[src/rtl/wb_seq_if.sv]
// Writeback sequencer bus: request handshake, data-memory read data and the
// register-file write port with per-register load-pending flags.
interface wb_seq_if #(
  parameter int PW = 2
);
  logic            req_valid;
  logic            req_ready;
  logic            req_is_load;
  logic [PW-1:0]   req_addr;
  logic [7:0]      req_data;
  logic [7:0]      mem_rd_data;
  logic            wr_en;
  logic [PW-1:0]   wr_addr;
  logic [7:0]      wr_data;
  logic [2**PW-1:0] busy;

  modport slave (
    input  req_valid, req_is_load, req_addr, req_data, mem_rd_data,
    output req_ready, wr_en, wr_addr, wr_data, busy
  );

  modport master (
    output req_valid, req_is_load, req_addr, req_data, mem_rd_data,
    input  req_ready, wr_en, wr_addr, wr_data, busy
  );
endinterface

[src/rtl/wb_seq.sv]
// Writeback sequencer: ALU results write next cycle, loads wait MEM_LAT cycles
// for memory data. Define WB_OVERLAP_EN to let ALU writes slip in during a load.
module wb_seq #(
  parameter int PW      = 2,
  parameter int MEM_LAT = 2
) (
  input  logic     clk,
  input  logic     reset,
  wb_seq_if.slave  bus
);

  localparam int NR = 2**PW;
  localparam logic [2:0] LAT_M1 = 3'(MEM_LAT - 1);

  typedef enum logic {IDLE, LOAD_WAIT} state_e;

  state_e          state_q;
  logic [2:0]      count_q;
  logic [PW-1:0]   pend_addr_q;
  logic            wr_en_q;
  logic [PW-1:0]   wr_addr_q;
  logic [7:0]      wr_data_q;
  logic [NR-1:0]   busy_q;
  logic            ready_d;
  logic            accept;

  always_comb begin
    ready_d = 1'b0;
    case (state_q)
      IDLE: ready_d = 1'b1;
      LOAD_WAIT: begin
`ifdef WB_OVERLAP_EN
        // Never in the count==0 cycle, so ALU and load writes cannot collide.
        ready_d = (count_q != 3'd0) && !bus.req_is_load &&
                  (bus.req_addr != pend_addr_q);
`else
        ready_d = 1'b0;
`endif
      end
      default: ready_d = 1'b0;
    endcase
  end

  assign accept = bus.req_valid && ready_d;

  always_ff @(posedge clk) begin
    if (reset) begin
      state_q     <= IDLE;
      count_q     <= 3'd0;
      pend_addr_q <= '0;
      wr_en_q     <= 1'b0;
      wr_addr_q   <= '0;
      wr_data_q   <= 8'h00;
      busy_q      <= '0;
    end else begin
      wr_en_q <= 1'b0;
      case (state_q)
        IDLE: begin
          if (accept) begin
            if (bus.req_is_load) begin
              pend_addr_q <= bus.req_addr;
              busy_q      <= NR'(1) << bus.req_addr;
              count_q     <= LAT_M1;
              state_q     <= LOAD_WAIT;
            end else begin
              wr_en_q   <= 1'b1;
              wr_addr_q <= bus.req_addr;
              wr_data_q <= bus.req_data;
            end
          end
        end
        LOAD_WAIT: begin
          if (count_q != 3'd0) begin
            count_q <= count_q - 3'd1;
            if (accept) begin
              wr_en_q   <= 1'b1;
              wr_addr_q <= bus.req_addr;
              wr_data_q <= bus.req_data;
            end
          end else begin
            wr_en_q   <= 1'b1;
            wr_addr_q <= pend_addr_q;
            wr_data_q <= bus.mem_rd_data;
            busy_q    <= '0;
            state_q   <= IDLE;
          end
        end
        default: state_q <= IDLE;
      endcase
    end
  end

  assign bus.req_ready = ready_d;
  assign bus.wr_en     = wr_en_q;
  assign bus.wr_addr   = wr_addr_q;
  assign bus.wr_data   = wr_data_q;
  assign bus.busy      = busy_q;

endmodule

[src/flat_wrapper.sv]
// flat-port wrapper written by rule: the top's interface ports become plain ports
module wb_seq_flat 
#(
  parameter int PW      = 2,
  parameter int MEM_LAT = 2
)
  (clk, reset, bus_req_valid, bus_req_is_load, bus_req_addr, bus_req_data, bus_mem_rd_data, bus_req_ready, bus_wr_en, bus_wr_addr, bus_wr_data, bus_busy);
  wb_seq_if #(.PW(PW)) bus_i ();
  input  logic clk;
  input  logic reset;
  input wire logic [$bits(bus_i.req_valid)-1:0] bus_req_valid;
  input wire logic [$bits(bus_i.req_is_load)-1:0] bus_req_is_load;
  input wire logic [$bits(bus_i.req_addr)-1:0] bus_req_addr;
  input wire logic [$bits(bus_i.req_data)-1:0] bus_req_data;
  input wire logic [$bits(bus_i.mem_rd_data)-1:0] bus_mem_rd_data;
  output wire logic [$bits(bus_i.req_ready)-1:0] bus_req_ready;
  output wire logic [$bits(bus_i.wr_en)-1:0] bus_wr_en;
  output wire logic [$bits(bus_i.wr_addr)-1:0] bus_wr_addr;
  output wire logic [$bits(bus_i.wr_data)-1:0] bus_wr_data;
  output wire logic [$bits(bus_i.busy)-1:0] bus_busy;
  assign bus_i.req_valid = bus_req_valid;
  assign bus_i.req_is_load = bus_req_is_load;
  assign bus_i.req_addr = bus_req_addr;
  assign bus_i.req_data = bus_req_data;
  assign bus_i.mem_rd_data = bus_mem_rd_data;
  assign bus_req_ready = bus_i.req_ready;
  assign bus_wr_en = bus_i.wr_en;
  assign bus_wr_addr = bus_i.wr_addr;
  assign bus_wr_data = bus_i.wr_data;
  assign bus_busy = bus_i.busy;
  wb_seq #(.PW(PW), .MEM_LAT(MEM_LAT)) u_core (.clk(clk), .reset(reset), .bus(bus_i));
endmodule
[config.mk]
export PLATFORM = sky130hd
export DESIGN_NAME = wb_seq_flat
export DESIGN_NICKNAME = d
export VERILOG_FILES = /design/src/rtl/wb_seq_if.sv /design/src/rtl/wb_seq.sv /design/src/flat_wrapper.sv
export SDC_FILE = /design/constraint.sdc
export NUM_CORES = 1
export LEC_CHECK = 0
export CAP_MARGIN = 0
export CORE_MARGIN = 8
export CORE_UTILIZATION = 45
export DETAILED_ROUTE_END_ITERATION = 10
export GPL_ROUTABILITY_DRIVEN = 0
export MAX_ROUTING_LAYER = met4
export PLACE_DENSITY = 0.83
export SETUP_SLACK_MARGIN = 0.15
export SYNTH_ARGS = -nofsm -noshare
export SYNTH_HDL_FRONTEND = slang
export SYNTH_SLANG_ARGS = --single-unit
[constraint.sdc]
create_clock -name clk -period 2.4 [get_ports clk]
set_input_delay 0.72 -clock clk [delete_from_list [all_inputs] [get_ports clk]]
set_output_delay 0.72 -clock clk [all_outputs]
set_load 0.05 [all_outputs]
* Yosys cells after proc, flatten, opt, wreduce, memory -nomap -nowiden
Index checks and enable logic that the tools add are counted.
Word-level totals: word-level logic and storage cells 50, bits in registers 21, bits in latches 0, ROM bits 0, memories 0, input bits 22, output and inout port bits 16, RAM bits 0
Operators by class: magnitude comparators 0, mux-type cells 28, equal/unequal tests 6, add/subtract/negate cells 1, divide/modulo/power cells 0, reductions and logical operators 6, bitwise gates (word level) 1, multiply operators 0, shift-type cells 1
Operator list (count):
- 8-bit two-way mux | 4
- 8-bit case mux with 2 select lines | 1
- 4-bit two-way mux | 3
- 3-bit AND reduction | 4
- 3-bit two-way mux | 3
- 2-bit two-way mux | 4
- 2-bit != test (second input constant) | 4
- 4-bit case mux with 2 select lines | 1
- 1-bit two-way mux | 7
- 1-bit case mux with 2 select lines | 3
- 3-bit case mux with 2 select lines | 1
- 2-bit case mux with 2 select lines | 1
- 1-bit by 2-bit << shifter with 4-bit output (first input constant) | 1
- 3-bit != test (second input constant) | 1
- 3-bit nonzero test | 1
- 3-bit by 1-bit subtractor with 3-bit output (second input constant) | 1
- 2-bit by 1-bit != test with 1-bit output (second input constant) | 1
- 1-bit logical AND | 1
- 1-bit NOT | 1

* Logic depth before layout (Yosys ltp)
Gate-level depths: netlist of run 1.
depth in word-level cells 6, mapped depth 6, mapped depth without buffers 5

* Least setup slack after synthesis of run 1
Ideal clock, no wire load.
path kind in2reg, start point input port bus_req_is_load, end point register u_core.wr_addr_q[0], in the netlist u_core.bus.wr_addr[0], library setup time 0.142 ns, path slack 0.810 ns, arrival time 1.448 ns, data required time 2.258 ns, path buffers 1, stages 4, cells stage by stage or3b_2 > buf_6 > nand2_1 > a311oi_1
On the way: cells in the longest elaborated chain, start to end 2
RTL lines:
- from (decl) | line flat_wrapper.sv:12 | input wire logic [$bits(bus_i.req_is_load)-1:0] bus_req_is_load;
- 2-bit != test (no source line)
- 3-bit AND reduction (no source line)
- to (signal assigned) | line wb_seq.sv:67 | wr_addr_q <= bus.req_addr;
- to (signal assigned) | line wb_seq.sv:77 | wr_addr_q <= bus.req_addr;
- to (signal assigned) | line wb_seq.sv:82 | wr_addr_q <= pend_addr_q;
- to (decl) | line wb_seq.sv:21 | logic [PW-1:0] wr_addr_q;
Every way passes these cells. A chain may end at the register's enable or synchronous reset.

* Worst setup path in the final report of run 1
start point register u_core.wr_data_q[1], in the netlist u_core.bus.wr_data[1], end point output port bus_wr_data[1]
RTL lines:
- from (decl) | line wb_seq.sv:22 | logic [7:0] wr_data_q;
- from (signal assigned) | line wb_seq.sv:68 | wr_data_q <= bus.req_data;
- from (signal assigned) | line wb_seq.sv:78 | wr_data_q <= bus.req_data;
- from (signal assigned) | line wb_seq.sv:83 | wr_data_q <= bus.mem_rd_data;
- to (decl) | line flat_wrapper.sv:19 | output wire logic [$bits(bus_i.wr_data)-1:0] bus_wr_data;
No word-level cell between the ends.

==> flow_metrics.env, run 1 <==
export IMPL_cts_root_buf="clkbuf_4"
export IMPL_drt_wl_total_um=2370
export IMPL_endpoint_kind="output pin"
export IMPL_fmax_mhz=456
export IMPL_io_pins=38
export IMPL_antenna_left=0
export IMPL_drc_errors=0
export IMPL_synth_nets=133
export IMPL_clk_latency_ns=0.31
export IMPL_overflow=0
export IMPL_critPathKind="flop to output pin"
export IMPL_dieArea_um2=3790
export IMPL_powerDensity_nw_per_um2=566
export IMPL_outcome="complete, no violations"
export IMPL_critPathTopFamily="buffers and inverters"
export IMPL_path_max_fanout=2
export IMPL_netlist_area_um2=935
export IMPL_ys_seq_area_frac=0.450
export IMPL_fin_hold_ws_ns=0.463
export IMPL_drt_iter0_markers=30
export IMPL_grt_max_degree=14
export IMPL_min_period_over_period=0.914
export IMPL_wl_per_cell_um=13.6
export IMPL_slew_headroom=0.654
export IMPL_die_height_um=61.6
export IMPL_vias_per_cell=5.21
export IMPL_drive_gt1_frac=0.0816
export IMPL_antennaDiodeCount=0
export IMPL_grt_pass1_wl_um=3750
export IMPL_tns_ns=0
export IMPL_drt_first_pass_iters=4
export IMPL_finalHoldViolCount=0
export IMPL_numClockSinks=21
export IMPL_fillers=168
export IMPL_critPathLaunchType="flop"
export IMPL_clkTransAtPathRegs_ns=0.11
export IMPL_crit_path_top_delay_cell="clkdlybuf4s50_1"
export IMPL_irDropWorstVdd_uv=364
export IMPL_final_max_slew_viol_count=0
export IMPL_htreeDepth=1
export IMPL_cts_tree="built"
export IMPL_synthCells=109
export IMPL_total_power_w=0.000766
export IMPL_avgSynthCellArea_um2=8.57
export IMPL_rsz0062_at_grt="false"
export IMPL_p_leak_nw=0.519
export IMPL_worstPathRequired_ns=1.68
export IMPL_area_delta_synth_final_pct=44.8
export IMPL_fp_dieW_um=61.6
export IMPL_setup_viol=0
export IMPL_maxCapViolations=0
export IMPL_post_dp_hpwl_um=1800
export IMPL_hp_class="flop to flop"
export IMPL_postCtsSetupRepairBufs=0
export IMPL_num_rows=16
export IMPL_num_vias=907
export IMPL_period_needed_ns=2.19
export IMPL_core_um2=1960
export IMPL_start_util=0.476
export IMPL_critPathArrivalTime_ns=1.47
export IMPL_cts_buffers=3
export IMPL_antenna_found_initial=0
export IMPL_cts_buffer_depth=2
export IMPL_crit_chain="clkdlybuf4s50_1"
export IMPL_grt_usage=0.137
export IMPL_portBuffers=37
export IMPL_yosysUniqueCellTypes=24
export IMPL_skew_ns=0.00242
export IMPL_tightest_slew_ns=0.519
export IMPL_finalNetCount=172
export IMPL_yosysWarnings=0
export IMPL_crit_buf_inv=1
export IMPL_grt_pass1_vias=842
export IMPL_ys_seq_elements=21
export IMPL_max_stage_delay_ns=0.81
## cells in the final DEF (no fill, tap or decap), types with 3 or more instances in the layout
cell             count
a21oi_1              9
a311oi_1            10
buf_4                4
clkbuf_4             3
clkdlybuf4s50_1     35
dfxtp_1             21
inv_1                3
nand2_1             25
nand3_1              4
nor2_1              14
## sequential cells by signal, indices dropped and copies added, names as in the netlist
name	count
u_core.bus.wr_data	8
u_core.bus.busy	4
u_core.count_q	3
u_core.bus.wr_addr	2
u_core.pend_addr_q	2
u_core.bus.wr_en	1
u_core.state_q	1
## tightest hold or removal path: stages, from the launching register on
cell and delay [ns]:
dfxtp_1 0.33, nand2_1 0.05, a21oi_1 0.05
## final cells by class
class | instances | area [um^2] | share of cell area
Multi-Input combinational cell | 78 | 459 | 0.339
Clock inverter | 1 | 5.00 | 0.00370
Clock buffer | 3 | 22.5 | 0.0166
Tap cell | 27 | 33.8 | 0.0250
Sequential cell | 21 | 420 | 0.311
Timing Repair Buffer | 41 | 402 | 0.297
Inverter | 3 | 11.3 | 0.00832
## cell usage after synthesis
cell      instances  area, um^2
a32o_1            1        10.0
or3b_2            1        8.76
buf_2             2        10.0
ha_1              2        25.0
dfxtp_1          21         420
mux2i_1           1        10.0
inv_1             3        11.3
nand3_1           4        20.0
nor3_1            1        5.00
and3b_1           1        8.76
a31o_2            1        8.76
a311oi_1         10        87.6
nand4_1           1        6.26
nor3b_4           1        18.8
clkbuf_1          3        11.3
nand3b_4          1        20.0
buf_6             2        22.5
nor2_1           14        52.6
nand4b_1          2        17.5
nand3b_1          1        7.51
or4_1             1        7.51
nand2b_1          1        6.26
nand2_1          25        93.8
a21oi_1           9        45.0
## timing repair
item | 4_1_cts | 5_1_grt
setup endpoints to repair | 1 | 1
gates resized for setup | 1 | 1
endpoints found under the hold margin | 0 | 0
gates cloned | 0 | 0
hold buffers | 0 | 0
## metal layers
layer	global-route usage	vias to the layer above	wire length [um]
li1	-	460	-
met2	0.211	38	980
met5	-	-	0
met4	0.0779	0	52
met1	0.151	404	1030
met3	0.0438	5	306
## logic make-up after synthesis
| logic type | Yosys count | share of synthesized area |
|---|---|---|
| AO/OA/AOI/OAI | 21 | 0.162 |
| buffers and inverters | 10 | 0.0589 |
| flip-flops | 21 | 0.450 |
| adder cells (fa/ha/maj) | 2 | 0.0268 |
| AND/OR/NAND/NOR | 54 | 0.292 |
| multiplexers | 1 | 0.0107 |
## path summary, 6_finish.rpt
path                         start                     to  slack, ns  cells past startpoint
max          u_core.bus.wr_data[1]         bus_wr_data[1]       0.21                      1
min          u_core.pend_addr_q[1]  u_core.pend_addr_q[1]       0.46                      2
max reg2reg         u_core.state_q  u_core.bus.wr_data[5]       0.98                      4
min reg2reg  u_core.pend_addr_q[1]  u_core.pend_addr_q[1]       0.46                      2
## through the flow
stage               utilization  worst slack [ns]  instance area, um^2  std cells
floorplan                     -             0.810                  935        109
global placement          0.675             0.208                 1330        170
detailed placement        0.675             0.171                 1330        170
CTS                       0.689             0.189                 1350        174
global route              0.690             0.152                 1350        174
finish                    0.690             0.206                 1350        174
## power breakdown
group / leakage [nW] / internal (W) / switching [W] / total (W)
sequential: 0.172 / 0.000371 / 0.0000108 / 0.000382
combinational: 0.330 / 0.0000891 / 0.000127 / 0.000216
clock: 0.0177 / 0.0000623 / 0.000107 / 0.000169
total: 0.519 / 0.000522 / 0.000244 / 0.000766
Note: power is estimated with default switching activity, not from simulation.
==> inputs of run 2 (changes only) <==
Settings changed: REMOVE_ABC_BUFFERS from default to 1.
==> run 2 against run 1 <==
Effect of this change: clock skew fell by 0.0015 ns; utilization fell by 0.45 points; worst setup slack improved by 0.0024 ns; first-iteration DRC count fell by 17%; fmax rose by 0.11%; die area did not move; non-clock buffer count fell by 1; global-route usage rose by 0.19 points; critical path type unchanged.
==> flow_metrics.env, run 2 (synthesis gave the netlist of run 1 again) <==
export IMPL_die_height_um=61.6
export IMPL_mostFrequentLayoutCells="clkdlybuf4s50_1, nand2_1, dfxtp_1"
export IMPL_post_dp_hpwl_um=1880
export IMPL_outcome="complete, no violations"
export IMPL_period_needed_ns=2.19
export IMPL_cts_buffer_depth=2
export IMPL_final_cells=173
export IMPL_seqPwrFrac=0.497
export IMPL_p_clk_frac=0.222
export IMPL_portBuffers=37
export IMPL_critPathLaunchType="flop"
export IMPL_slew_headroom=0.653
export IMPL_finalHoldViolCount=0
export IMPL_cts_tree="built"
export IMPL_hp_class="flop to flop"
export IMPL_start_util=0.476
export IMPL_grt_max_degree=17
export IMPL_numClockSinks=21
export IMPL_antenna_found_initial=0
export IMPL_path_max_fanout=2
export IMPL_largest_reg_flops=8
export IMPL_irDropWorstVdd_uv=414
export IMPL_clkTransAtPathRegs_ns=0.11
export IMPL_antennaDiodeCount=0
export IMPL_grt_pass1_wl_um=3890
export IMPL_critPathArrivalTime_ns=1.47
export IMPL_wl_per_cell_um=14.5
export IMPL_skew_ns=0.000916
export IMPL_dp_cells=169
export IMPL_fmax_mhz=456
export IMPL_drc_errors=0
export IMPL_drt_wl_total_um=2510
export IMPL_overflow=0
export IMPL_area_delta_synth_final_pct=43.9
export IMPL_dp_slack_ns=0.147
export IMPL_postCtsSetupRepairBufs=0
export IMPL_crit_buf_inv=1
export IMPL_fin_hold_ws_ns=0.463
export IMPL_antenna_left=0
export IMPL_finalNetCount=171
export IMPL_cts_buffers=3
export IMPL_num_vias=944
export IMPL_htreeDepth=1
export IMPL_drt_first_pass_iters=4
export IMPL_critPathTopFamily="buffers and inverters"
export IMPL_p_sw_frac=0.317
export IMPL_drive_gt1_frac=0.0685
export IMPL_total_power_w=0.000767
export IMPL_p_int_w=0.000524
export IMPL_critPathKind="flop to output pin"
export IMPL_postCtsHoldBufs=0
export IMPL_io_pins=38
export IMPL_maxCapViolations=0
export IMPL_p_comb_frac=0.281
export IMPL_grt_pass1_vias=904
export IMPL_dieArea_um2=3790
export IMPL_endpoint_kind="output pin"
export IMPL_crit_chain="clkdlybuf4s50_1"
export IMPL_crit_path_top_delay_cell="clkdlybuf4s50_1"
export IMPL_fp_dieW_um=61.6
export IMPL_powerDensity_nw_per_um2=571
export IMPL_cts_root_buf="clkbuf_4"
export IMPL_num_rows=16
export IMPL_drt_iter0_markers=25
export IMPL_grt_usage=0.138
export IMPL_p_switching_w=0.000244
export IMPL_layout_commonest_cell="clkdlybuf4s50_1"
export IMPL_tightest_slew_ns=0.518
export IMPL_core_um2=1960
export IMPL_p_leak_nw=0.512
export IMPL_setup_ws_ns=0.208
export IMPL_worstPathRequired_ns=1.68
export IMPL_min_period_over_period=0.913
export IMPL_final_max_slew_viol_count=0
export IMPL_clk_latency_ns=0.30
export IMPL_max_stage_delay_ns=0.82
export IMPL_tns_ns=0
export IMPL_vias_per_cell=5.46
export IMPL_setup_viol=0
export IMPL_rsz0062_at_grt="false"
-- run 2: what timing repair did --
action / CTS / global route
endpoints found under the hold margin: 0 / 0
resized for setup: 1 / 1
endpoints found under the setup margin: 1 / 1
-- run 2: final timing paths --
check                                            from  slack [ns]                     to  cells after the start
worst max-delay path               u_core.bus.busy[1]        0.21            bus_busy[1]                      1
worst max register to register      u_core.count_q[0]        0.72  u_core.bus.wr_data[2]                      6
worst min-delay path            u_core.pend_addr_q[0]        0.46  u_core.pend_addr_q[0]                      2
worst min register to register  u_core.pend_addr_q[0]        0.46  u_core.pend_addr_q[0]                      2
-- run 2: area by class of cell --
| class | count | area, um^2 |
|---|---|---|
| Multi-Input combinational cell | 78 | 459 |
| Clock buffer | 4 | 26.3 |
| Inverter | 3 | 11.3 |
| Tap cell | 27 | 33.8 |
| Sequential cell | 21 | 420 |
| Timing Repair Buffer | 40 | 394 |
| Fill cell | 182 | 617 |
-- run 2: per-layer routing --
metal	share of wire	routed length (um)	vias to the layer above	track usage
met5	0	0	-	-
met4	0.014	36	0	0.0584
met3	0.12	295	5	0.0585
met2	0.43	1080	43	0.223
met1	0.44	1100	437	0.145
li1	-	-	459	-
-- run 2: worst reg2reg max path, delay by kind of cell, from the launching register on --
| family | cells | cell delay (ns) |
|---|---|---|
| compound gates | 1 | 0.27 |
| fa+ha+maj | 1 | 0.23 |
| buf+inv | 2 | 0.36 |
| flops | 1 | 0.35 |
| simple gates | 2 | 0.39 |
-- run 2: metrics by stage --
step / cell area [um^2] / util
final: 1350 / 0.686
after global routing: 1350 / 0.686
after CTS: 1340 / 0.684
after detailed placement: 1320 / 0.672
after global placement: 1320 / 0.672
after floorplan: 891 / -
-- run 2: power by group through the flow --
| stage | logic, W | registers [W] | clock network [W] |
|---|---|---|---|
| 2_1_floorplan | 0.0000563 | 0.000452 | 0 |
| 3_3_place_gp | 0.000212 | 0.000389 | 0 |
| 3_5_place_dp | 0.000216 | 0.000390 | 0 |
| 4_1_cts | 0.000217 | 0.000382 | 0.000177 |
| 5_1_grt | 0.000230 | 0.000384 | 0.000195 |
| 6_report | 0.000216 | 0.000381 | 0.000170 |
